**src/rtl/bcd_updown_counter_if.sv**
```systemverilog
// Bus bundle for bcd_updown_counter: control, load data, count and carry-out.
interface bcd_updown_counter_if #(
    parameter int DIGITS = 2
);
    logic                en;
    logic                ci;
    logic                up;
    logic                ld;
    logic [4*DIGITS-1:0] d;
    logic [4*DIGITS-1:0] q;
    logic                co;

    modport master (
        output en, ci, up, ld, d,
        input  q, co
    );

    modport slave (
        input  en, ci, up, ld, d,
        output q, co
    );
endinterface

```
**src/rtl/bcd_updown_counter.sv**
```systemverilog
// Multi-digit up/down BCD counter with top-digit modulus, load and carry chain.
// Define BCD_UPDOWN_COUNTER_SAT_EN for saturating instead of wrapping ends.
module bcd_updown_counter #(
    parameter int DIGITS  = 2,
    parameter int TOP_MOD = 10
) (
    input logic                  clk,
    input logic                  mr_n,
    bcd_updown_counter_if.slave  bus
);
    localparam logic [3:0] TOP_MAX = 4'(TOP_MOD - 1);

    logic [4*DIGITS-1:0] q_r;
    logic [4*DIGITS-1:0] q_next;
    logic [4*DIGITS-1:0] ld_val;
    logic [3:0]          dig;
    logic [3:0]          ldig;
    logic                low_max;
    logic                low_zero;
    logic                terminal;

    function automatic logic [3:0] max_of(input int k);
        return (k == DIGITS - 1) ? TOP_MAX : 4'd9;
    endfunction

    // A digit steps only when every lower digit sits at its rollover value.
    always_comb begin
        q_next   = q_r;
        low_max  = 1'b1;
        low_zero = 1'b1;
        dig      = '0;
        for (int k = 0; k < DIGITS; k++) begin
            dig = q_r[4*k +: 4];
            if (bus.up) begin
                if (low_max)
                    q_next[4*k +: 4] = (dig == max_of(k)) ? 4'd0 : dig + 4'd1;
            end else begin
                if (low_zero)
                    q_next[4*k +: 4] = (dig == 4'd0) ? max_of(k) : dig - 4'd1;
            end
            low_max  = low_max & (dig == max_of(k));
            low_zero = low_zero & (dig == 4'd0);
        end
        terminal = bus.up ? low_max : low_zero;
`ifdef BCD_UPDOWN_COUNTER_SAT_EN
        if (terminal)
            q_next = q_r;
`endif
    end

    always_comb begin
        ld_val = '0;
        ldig   = '0;
        for (int k = 0; k < DIGITS; k++) begin
            ldig = bus.d[4*k +: 4];
            ld_val[4*k +: 4] = (ldig > max_of(k)) ? 4'd0 : ldig;
        end
    end

    always_ff @(posedge clk or negedge mr_n) begin
        if (!mr_n)
            q_r <= '0;
        else if (bus.ld)
            q_r <= ld_val;
        else if (bus.en && bus.ci)
            q_r <= q_next;
    end

    assign bus.q  = q_r;
    assign bus.co = mr_n & bus.en & bus.ci & ~bus.ld & terminal;
endmodule

```
**src/flat_wrapper.sv**
```systemverilog
// flat-port wrapper written by rule: the top's interface ports become plain ports
module bcd_updown_counter_flat 
#(
    parameter int DIGITS  = 2,
    parameter int TOP_MOD = 10
)
  (clk, mr_n, bus_en, bus_ci, bus_up, bus_ld, bus_d, bus_q, bus_co);
  bcd_updown_counter_if #(.DIGITS(DIGITS)) bus_i ();
  input logic clk;
  input logic mr_n;
  input wire logic [$bits(bus_i.en)-1:0] bus_en;
  input wire logic [$bits(bus_i.ci)-1:0] bus_ci;
  input wire logic [$bits(bus_i.up)-1:0] bus_up;
  input wire logic [$bits(bus_i.ld)-1:0] bus_ld;
  input wire logic [$bits(bus_i.d)-1:0] bus_d;
  output wire logic [$bits(bus_i.q)-1:0] bus_q;
  output wire logic [$bits(bus_i.co)-1:0] bus_co;
  assign bus_i.en = bus_en;
  assign bus_i.ci = bus_ci;
  assign bus_i.up = bus_up;
  assign bus_i.ld = bus_ld;
  assign bus_i.d = bus_d;
  assign bus_q = bus_i.q;
  assign bus_co = bus_i.co;
  bcd_updown_counter #(.DIGITS(DIGITS), .TOP_MOD(TOP_MOD)) u_core (.clk(clk), .mr_n(mr_n), .bus(bus_i));
endmodule
```
**config.mk**
```make
export PLATFORM = sky130hd
export DESIGN_NAME = bcd_updown_counter_flat
export DESIGN_NICKNAME = d
export VERILOG_FILES = /design/src/rtl/bcd_updown_counter_if.sv /design/src/rtl/bcd_updown_counter.sv /design/src/flat_wrapper.sv
export SDC_FILE = /design/constraint.sdc
export NUM_CORES = 1
export LEC_CHECK = 0
export CAP_MARGIN = 20
export CORE_MARGIN = 2
export CORE_UTILIZATION = 42
export DETAILED_ROUTE_END_ITERATION = 10
export PLACE_DENSITY = 0.73
export SLEW_MARGIN = 10
export SYNTH_ARGS = -nofsm -noshare
export SYNTH_HDL_FRONTEND = slang
export SYNTH_SLANG_ARGS = --single-unit
```
**constraint.sdc**
```tcl
create_clock -name clk -period 2.2 [get_ports clk]
set_input_delay 0.66 -clock clk [delete_from_list [all_inputs] [get_ports clk]]
set_output_delay 0.66 -clock clk [all_outputs]
set_load 0.02 [all_outputs]
```
==> reports/summary.md <==
The count of final hold-check violations was 0; the post-synthesis cell count was 114. Worst reg2reg path startpoint: u_core.bus.q[0]$_DFFE_PN0P_. Counting instances, the worst hold path has a depth of 3.

Measured in cells, the most critical reg-to-reg path has a length of 5. In the layout the commonest cells are buf_4 (20), clkdlybuf4s50_1 (18), o21ai_0 (12). In this run the worst setup path begins at bus_up. Half-perimeter wire length of the detailed placement result: 1.89 mm.

The number of warnings printed during yosys synthesis was 0; the worst slew margin relative to its limit was 0.750. The run gives 0 as the global route total overflow. The area share of the largest cell type after synthesis was 0.239; the detailed-route vias per instance was 5.70.

The fraction of layout instances using a drive strength above 1 works out to 0.260. The number of buffers added on ports works out to 22. For this design the top-level I/O count stands at 23. Path type of the worst setup path: input pin to output port.

In this run the worst path has a maximum fanout of 2. IR analysis of the VDD net gives a maximum drop of 0.417 mV. The tightest hold path in the finished design has a slack of 0.725 ns.

Yosys attributes the largest share of cell area to dfrtp_1 (24%), o21ai_0 (7.2%), nand3b_1 (4.5%). The adder-cell share of the synthesized area is 0, and the pin slew with the least headroom to its limit is 0.374 ns. Prior to clock tree synthesis, the placed netlist has a worst setup slack of -1.01 ns. Leading register cell type out of synthesis: dfrtp_1. The number of hold buffers added after CTS was 0.

The tools report the clock latency reported for the late side of the worst-skew pair as 0.26 ns. Counting every sink on the clock net gives 8. End of the worst register-to-register path: u_core.bus.q[7]$_DFFE_PN0P_. TritonCTS built the clock tree. The run gives -0.138 ns as the total negative slack. The all-layer global routing usage is 0.231. The run finished, with violations left. The final reports fail on negative setup slack. The clock period minus final worst setup slack was 2.34 ns; the simple-gate share of the synthesized area was 0.315. The worst hold path terminates at u_core.bus.q[2]$_DFFE_PN0P_. The tools report the detailed-route wire length as 2.47 mm. The leading area contributor after synthesis is dfrtp_1. The horizontal extent of the die was 48.6 µm; the count of final setup violators was 1.

Counting the buffers created by CTS gives 3. The count of nets left with antenna violations once routing finished came out at 0. The first global-routing pass estimated 4.31 mm of wire. The flip-flop count of the largest register after layout was 8; the final antenna diode count was 0. The tools report the root cell of the clock tree as clkbuf_4. The tools report the share of the core filled with cells in the final layout as 0.654.

The tools report the number of H-tree levels as 1. The area fraction in compound gates after synthesis is 0.286. The number of placement rows was 16. The total power per unit cell area is 515 nW/µm². The share of the cycle needed by the critical path after routing came out at 1.06. The logs give 0 for the count of final max-slew check failures and 0.239 for the sequential cell area fraction in the yosys report.

The first detailed-routing pass ran for 4 iterations. The clock passes through at most 2 buffers. The logs give -0.138 ns for the worst setup slack after layout and 0 for the number of remaining DRC errors. The tools report the required arrival time at the worst endpoint as 1.54 ns. The most common cell after layout, fill and taps aside is buf_4.

The leakage power of the design is 0.000511 µW, and the number of max-capacitance violations reported is 0. The combinational family with the most area after synthesis was simple AND/OR/NAND/NOR gates. STA classifies the critical path startpoint as an input pin. The endpoint kind of the worst setup timing path is an output port.

In this run, synthesis inferred 0 flip-flops with an integrated enable. The proportion of register bits with asynchronous set or reset after synthesis was 1.00. The share of synthesized area spent on multiplexers came out at 0.0239.

The run gives 837 µm² as the cell area after synthesis. The final layout contains 166 nets. The first routing iteration left 27 violations. After synthesis the netlist holds a flip-flop and latch count of 8. The area of the core is 1920 µm², and the routed wire length per instance is 13.9 µm. Routability-driven placement finished with a final weighted congestion of 0.905. The post-synthesis area per instance works out to 7.34 µm². The worst hold path begins at u_core.bus.q[2]$_DFFE_PN0P_. Across the routed clock network, the largest skew measured is 0.000520 ns. The tightest min-delay check is of the flop to flop type. From synthesis to final layout, the design area changed by 50.1%.

The floorplan step defined a die boundary enclosing 2370 µm². The run gives 0.436 as the initial standard-cell utilization of the core. The number of antenna violations at the first check in global routing came out at 0. The via count of the first global-routing pass was 967; the clock-pin slew of the registers on the worst-case setup and hold paths was 0.05 ns. The distinct cell type count of the synthesized netlist is 38. Based on the critical path, the design can be clocked at up to 0.428 GHz. The reg-to-reg setup timing slack came out at 0.49 ns.

The number of nets produced by synthesis is 128, and the maximum number of pins on one net before global-route repair is 22. Setup repair after global routing could not meet its margin everywhere. Data on the critical path arrives at its endpoint at 1.68 ns. For this block, the via count after detailed routing is 1009.

The parity-gate share of the synthesized area counting xor and xnor cells works out to 0.0419. The total power of the final layout came out at 647 µW. The die height came out at 48.6 µm.
## Yosys cell counts, types with 3 or more instances
library cell  number
o21ai_0           12
dfrtp_1            8
a21oi_1            7
nand2_1            7
nand3_1            7
nor2_1             7
nor3_1             7
inv_1              6
clkbuf_1           5
nand3b_1           5
or2_2              4
buf_2              3
o31ai_1            3
## worst max path at each step
stage	slack (ns)	cells past startpoint	endpoint
after floorplan	-0.15	4	bus_co
after global placement	-0.99	5	bus_co
after detailed placement	-1.01	6	bus_co
after CTS	-0.20	5	bus_co
after global routing	-0.16	5	bus_co
final	-0.14	5	bus_co
## metal layers
layer | part of all wire | global-route usage | vias up
met2 | 0.51 | 0.404 | 44
met3 | 0.046 | 0.0556 | 8
met4 | 0.036 | 0.124 | 0
met5 | 0 | 0 | -
li1 | - | - | 493
met1 | 0.41 | 0.258 | 464
## layout make-up
type                    instances  area (µm²)
clock buffers                   3        22.5
multi-input cells              90         596
well taps                      27        33.8
flip-flops and latches          8         200
repair buffers                 43         382
fillers                       176         666
inverters                       6        22.5
## logic make-up after synthesis
logic type,count (synthesis)
simple gates,48
compound gates,36
buf+inv,16
flops,8
xor+xnor,4
mux,2
## repair_timing
item,in CTS,in global routing
endpoints found under the hold margin,0,0
pin swaps,6,3
endpoints found under the setup margin,1,1
resized for setup,18,1
setup buffers,1,0
## per-stage QoR
step,cell area (µm²),std cells
finish,1260,177
global route,1260,177
CTS,1250,177
detailed placement,1200,173
global placement,1200,173
floorplan,853,114
## power by group
part | leakage (µW) | switching [µW] | internal (µW)
Clock | 0.0000138 | 53.7 | 62.7
Sequential | 0.0000978 | 12.0 | 167
Combinational | 0.000399 | 181 | 170
## critical path, cell delays in order
cell and delay [ns]:
buf_6 0.09, or3_4 0.33, or3_4 0.35, a21oi_4 0.13
buf_6 0.13
(Power assumes the default switching activity.)
